[src/rtl/seq_reco_mc.sv]
// seq_reco_mc: multi-channel stochastic bitstream recorrelator.
// Each channel keeps a signed counter of deferred ones: c>0 counts
// held-back X ones, and c<0 counts held-back Y ones. Unpaired ones are
// stored and released later, so the overlap of the X and Y bitstreams is
// maximised (mode 0) or minimised (mode 1) without changing how many ones
// each stream carries in total.
module seq_reco_mc #(
  parameter int DEPTH = 1,
  parameter int CH    = 1
) (
  input  logic          clk,
  input  logic          rst,
  input  logic          en,
  input  logic          mode,
  input  logic          flush,
  input  logic [CH-1:0] x,
  input  logic [CH-1:0] y,
  output logic [CH-1:0] x_reco_r,
  output logic [CH-1:0] y_reco_r,
  output logic          valid_r,
  output logic          busy
);

  localparam int CW = $clog2(DEPTH + 1) + 1;
  localparam logic signed [CW-1:0] C_MAX  = DEPTH[CW-1:0];
  localparam logic signed [CW-1:0] C_MIN  = -C_MAX;
  localparam logic signed [CW-1:0] C_ZERO = {CW{1'b0}};
  localparam logic signed [CW-1:0] C_ONE  = {{(CW-1){1'b0}}, 1'b1};

  logic signed [CW-1:0] c_r     [CH];
  logic signed [CW-1:0] c_nxt_s [CH];
  logic [CH-1:0]        nz_s;
  logic [CH-1:0]        xo_s;
  logic [CH-1:0]        yo_s;
  logic                 m_q_r;
  logic                 mode_eff_s;

  // Flag every channel that still holds deferred bits
  always_comb begin
    nz_s = {CH{1'b0}};
    for (int i = 0; i < CH; i++) begin
      nz_s[i] = (c_r[i] != C_ZERO);
    end
  end

  assign busy = |nz_s;

  // A new mode can only take effect once every channel is empty; when all
  // channels are empty the requested mode applies on that very cycle
  always_comb begin
    if (busy) begin
      mode_eff_s = m_q_r;
    end else begin
      mode_eff_s = mode;
    end
  end

  // Per-channel output bits and counter update (flush wins over en)
  always_comb begin
    xo_s = {CH{1'b0}};
    yo_s = {CH{1'b0}};
    for (int i = 0; i < CH; i++) begin
      c_nxt_s[i] = c_r[i];
      if (flush) begin
        if (c_r[i] > C_ZERO) begin
          xo_s[i]    = 1'b1;
          c_nxt_s[i] = c_r[i] - C_ONE;
        end else if (c_r[i] < C_ZERO) begin
          yo_s[i]    = 1'b1;
          c_nxt_s[i] = c_r[i] + C_ONE;
        end else begin
          c_nxt_s[i] = C_ZERO;
        end
      end else if (en) begin
        if (!mode_eff_s) begin
          case ({x[i], y[i]})
            2'b10: begin
              if (c_r[i] < C_ZERO) begin
                xo_s[i]    = 1'b1;
                yo_s[i]    = 1'b1;
                c_nxt_s[i] = c_r[i] + C_ONE;
              end else if (c_r[i] < C_MAX) begin
                c_nxt_s[i] = c_r[i] + C_ONE;
              end else begin
                xo_s[i] = 1'b1;
              end
            end
            2'b01: begin
              if (c_r[i] > C_ZERO) begin
                xo_s[i]    = 1'b1;
                yo_s[i]    = 1'b1;
                c_nxt_s[i] = c_r[i] - C_ONE;
              end else if (c_r[i] > C_MIN) begin
                c_nxt_s[i] = c_r[i] - C_ONE;
              end else begin
                yo_s[i] = 1'b1;
              end
            end
            default: begin
              xo_s[i] = x[i];
              yo_s[i] = y[i];
            end
          endcase
        end else begin
          case ({x[i], y[i]})
            2'b11: begin
              if (c_r[i] < C_MAX) begin
                yo_s[i]    = 1'b1;
                c_nxt_s[i] = c_r[i] + C_ONE;
              end else begin
                xo_s[i] = 1'b1;
                yo_s[i] = 1'b1;
              end
            end
            2'b00: begin
              if (c_r[i] > C_ZERO) begin
                xo_s[i]    = 1'b1;
                c_nxt_s[i] = c_r[i] - C_ONE;
              end else begin
                c_nxt_s[i] = c_r[i];
              end
            end
            default: begin
              xo_s[i] = x[i];
              yo_s[i] = y[i];
            end
          endcase
        end
      end else begin
        c_nxt_s[i] = c_r[i];
      end
    end
  end

  // Counter, mode and registered output state
  always_ff @(posedge clk) begin
    if (rst) begin
      for (int i = 0; i < CH; i++) begin
        c_r[i] <= C_ZERO;
      end
      x_reco_r <= {CH{1'b0}};
      y_reco_r <= {CH{1'b0}};
      valid_r  <= 1'b0;
      m_q_r    <= 1'b0;
    end else begin
      for (int i = 0; i < CH; i++) begin
        c_r[i] <= c_nxt_s[i];
      end
      x_reco_r <= xo_s;
      y_reco_r <= yo_s;
      valid_r  <= flush | en;
      m_q_r    <= mode_eff_s;
    end
  end

endmodule

[config.mk]
export PLATFORM = sky130hd
export DESIGN_NAME = seq_reco_mc
export DESIGN_NICKNAME = d
export VERILOG_FILES = /design/src/rtl/seq_reco_mc.sv
export SDC_FILE = /design/constraint.sdc
export NUM_CORES = 1
export LEC_CHECK = 0
export CORE_AREA = 10 10 47 49
export CTS_CLUSTER_SIZE = 25
export DETAILED_ROUTE_END_ITERATION = 8
export DIE_AREA = 0 0 57 59
export PLACE_DENSITY = 0.66
export SYNTH_ARGS = -nofsm -noshare
export SYNTH_HDL_FRONTEND = slang
export SYNTH_SLANG_ARGS = --single-unit
[constraint.sdc]
create_clock -name clk -period 4.9 [get_ports clk]
set_input_delay 0.98 -clock clk [delete_from_list [all_inputs] [get_ports clk]]
set_output_delay 0.98 -clock clk [all_outputs]
set_load 0.1 [all_outputs]
==> metrics.csv <==
stage;metric;value;unit
logic_synthesis;synth_async_sr_flop_share;0;
floorplan;dieWidth;57;um
power;vdd_drop_max;0.000150;V
clock_tree;clk_pin_slew;0.05;ns
logic_synthesis;post_synth_inst_count;63;
power;power_switching_share;0.415;
power;combinational_fraction_of_design_power;0.459;
logic_synthesis;synth.ff_latch_count;6;
route;routed_wirelength;1250;um
place;dpl_cell_area;667;sq um
sta;post_route_worst_hold_slack;0.611;ns
min_path;min_from;m_q_r$_SDFF_PP0_;
logic_synthesis;postSynthNetCount;81;
clock_tree;ctsHoldBuffers;0;
grt;grt_max_degree;10;
logic_synthesis;synth_sequential_area_ratio;0.218;
route;drt-pass1-iter-count;4;
min_path;min_path_type;register to register;
sta;total_negative_slack;0;ns
place;pre_cts_slack;1.91;ns
setup_path;cp.buffers_inverters;3;
grt;first_global_vias;483;
sta;skew;0.000471;ns
place;port_buffers;10;
logic_synthesis;count_of_flip_flops_with_a_built_in_enable_after_synthesis;0;
clock_tree;clock_tree.root_cell;sky130_fd_sc_hd__clkbuf_4;
power;internal_power_consumption;0.000113;W
power;clock_power_share;0.241;
outcome;status;complete, no violations;
layout;final_cell_area;689;sq um
logic_synthesis;synth.top_cells.by_count;11 x sky130_fd_sc_hd__ha_1, 8 x sky130_fd_sc_hd__inv_1, 6 x sky130_fd_sc_hd__dfxtp_1, 6 x sky130_fd_sc_hd__nor2_1;
logic_synthesis;synth.cell_area;551;sq um
logic_synthesis;synthesis.yosys.warnings;0;
route;routed_wire_length_per_instance;13.7;um
layout;post_route_cells_drive_above_1_share;0.133;
grt;antenna_found_initial;0;
logic_synthesis;post_synth_num_cell_types;24;
floorplan;start_util;0.393;
min_path;worstHoldPathCells;2;
setup_path;worst_path_largest_cell_delay;1.13;ns
grt;grt_first_pass_wirelength;2030;um
logic_synthesis;synth_most_common_cell;sky130_fd_sc_hd__ha_1;
setup_path;destination_of_the_worst_register_to_register_timing_path;c_r[0][0]$_SDFFE_PP0P_;
min_path;worstHoldEndpoint;m_q_r$_SDFF_PP0_;
setup_path;depth_of_the_most_critical_reg_to_reg_path;6;
floorplan;pin_count;11;
logic_synthesis;synth_top_cells_by_area;sky130_fd_sc_hd__ha_1 25%, sky130_fd_sc_hd__dfxtp_1 22%, sky130_fd_sc_hd__inv_1 5.5%, sky130_fd_sc_hd__a31o_2 4.8%, sky130_fd_sc_hd__mux2_2 4.1%;
floorplan;core_region_area;1400;sq um
power;power.net_switching;0.0000800;W
setup_path;cp_cell_sequence;inv_1 -> ha_1 -> inv_1 -> clkdlybuf4s50_1;
place;dp.final_hpwl;1000;um
route;route.detailed.drc;0;
sta;final.setup.worst_slack;1.67;ns
clock_tree;clock_sinks;6;
clock_tree;numCtsBuffers;3;
route;dr_total_vias;484;
setup_path;worst_r2r_startpoint;c_r[0][0]$_SDFFE_PP0P_;
clock_tree;cts-root-to-sink-buffers;2;
route;first_iter_violations;9;
logic_synthesis;synth_top_area_cell;sky130_fd_sc_hd__ha_1;
sta;tightestPinTransition;0.972;ns
layout;area_delta_synth_final;25.2;%
grt;global_route.overflow_total;0;
layout;post-route-util;0.492;
route;viasPerCell;5.32;
clock_tree;cts_tree;done;
route;antenna_violating_nets_post_route;0;
floorplan;floorplan.rows;14;
setup_path;cp_data_required_time;3.92;ns
logic_synthesis;syn_avg_cell_area;8.74;sq um
setup_path;cp_common_cell;sky130_fd_sc_hd__inv_1;
floorplan;die-area;3360;sq um
power;power_density_of_the_placed_cells;279;nW/um^2
grt;grt_usage;0.0727;
sta;final.period_utilization;0.659;
sta;maxClockFrequency;310;MHz
floorplan;die_h;59;um
power;seq_power_share;0.301;
setup_path;ff2ff_setup_slack;2.90;ns
place;finalWeightedCongestion;0.787;
setup_path;timing.critical_path.to_type;output port;
setup_path;worst_path_max_delay_cell;sky130_fd_sc_hd__clkdlybuf4s50_1;
setup_path;setup_cp_type;register to output port;
clock_tree;cts.repair.resized;0;
sta;layout_min_cycle_time;3.23;ns
setup_path;critical_path.top_delay_family;buffers and inverters;
flow_run;maxcap_viol_count;0;
layout;layout.filler_cells;141;
setup_path;crit_fanout;6;
logic_synthesis;synthFlopType;sky130_fd_sc_hd__dfxtp_1;
sta;max_slew_headroom;0.350;
setup_path;critical_path_arrival;2.25;ns
clock_tree;cts.repair_timing.setup_buffer_count;0;
sta;report.final.hold_viol_count;0;
layout;net_count_final;95;
setup_path;critical_path.startpoint_type;register;
clock_tree;cts.htree.levels;1;
clock_tree;source_to_sink_clock_delay_at_the_later_pin_of_the_worst_skew_pair;0.24;ns
sta;setup-violations-final;0;
sta;final_max_slew_viol_count;0;
power;cellLeakagePower;0.308;nW
layout;antenna_cells;0;
sta;unrepaired_setup_endpoints_after_global_routing;no;
logic_synthesis;netlist.area_leader.share;0.250;
-- registers in the layout (all words and copies together), names as in the netlist --
| signal | count |
|---|---|
| c_r | 2 |
| valid_r | 1 |
| x_reco_r | 1 |
| y_reco_r | 1 |
| m_q_r | 1 |
-- tightest hold or removal path: cells and delay by family (launching register included) --
kind	cells	cell delay, ns
simple gates	1	0.10
mux	1	0.13
flops	1	0.35
-- logic make-up after synthesis --
| logic type | share of synthesized area |
|---|---|
| compound gates | 0.245 |
| simple gates | 0.141 |
| fa+ha+maj | 0.250 |
| buf+inv | 0.0614 |
| flops | 0.218 |
| mux | 0.0841 |
-- cell type report --
cell class / instances / area, sq um / share of cell area
Clock buffer: 3 / 22.5 / 0.0327
Inverter: 8 / 30.0 / 0.0436
Multi-Input combinational cell: 48 / 397 / 0.575
Sequential cell: 6 / 120 / 0.174
Tap cell: 16 / 20.0 / 0.0290
Timing Repair Buffer: 10 / 100 / 0.145
-- metrics by stage --
stage / power, W / instances
3_3_place_gp: 0.000147 / 88
5_1_grt: 0.000205 / 91
3_5_place_dp: 0.000147 / 88
2_1_floorplan: 0.000124 / 63
4_1_cts: 0.000196 / 91
6_report: 0.000193 / 91
-- routing by layer --
layer | global-route usage | up-vias | share of wire | routed length [um]
met5 | 0 | - | 0 | 0
met4 | 0.0268 | 0 | 0 | 0
met3 | 0.0215 | 0 | 0.026 | 32
met2 | 0.127 | 11 | 0.50 | 621
met1 | 0.0810 | 221 | 0.48 | 592
li1 | - | 252 | - | -
-- worst max-delay path by stage --
stage	startpoint	endpoint	slack [ns]	cells after the start
finish	c_r[0][0]$_SDFFE_PP0P_	busy	1.67	4
global route	c_r[0][0]$_SDFFE_PP0P_	busy	1.56	4
CTS	c_r[0][0]$_SDFFE_PP0P_	busy	1.64	4
detailed placement	c_r[0][0]$_SDFFE_PP0P_	busy	1.91	4
global placement	c_r[0][0]$_SDFFE_PP0P_	busy	1.96	4
floorplan	c_r[0][0]$_SDFFE_PP0P_	busy	2.59	3
-- power by group through the flow --
stage / clock network [W] / logic (W) / registers, W
2_1_floorplan: 0 / 0.0000523 / 0.0000716
3_3_place_gp: 0 / 0.0000888 / 0.0000584
3_5_place_dp: 0 / 0.0000882 / 0.0000590
4_1_cts: 0.0000494 / 0.0000884 / 0.0000579
5_1_grt: 0.0000514 / 0.0000949 / 0.0000586
6_report: 0.0000464 / 0.0000884 / 0.0000579
-- layout by cell type (no fill, tap or decap), drive strengths merged --
cell type,count
a211o,1
a221oi,2
a31o,3
a31oi,1
a41oi,2
and3,2
clkbuf,3
clkdlybuf4s50,10
dfxtp,6
ha,11
inv,8
mux2,2
mux2i,2
nand2,3
nand2b,2
nor2,6
nor3,1
nor3b,1
o2111ai,1
o211ai,3
o21ai,4
or3,1
(Power assumes the default switching activity.)
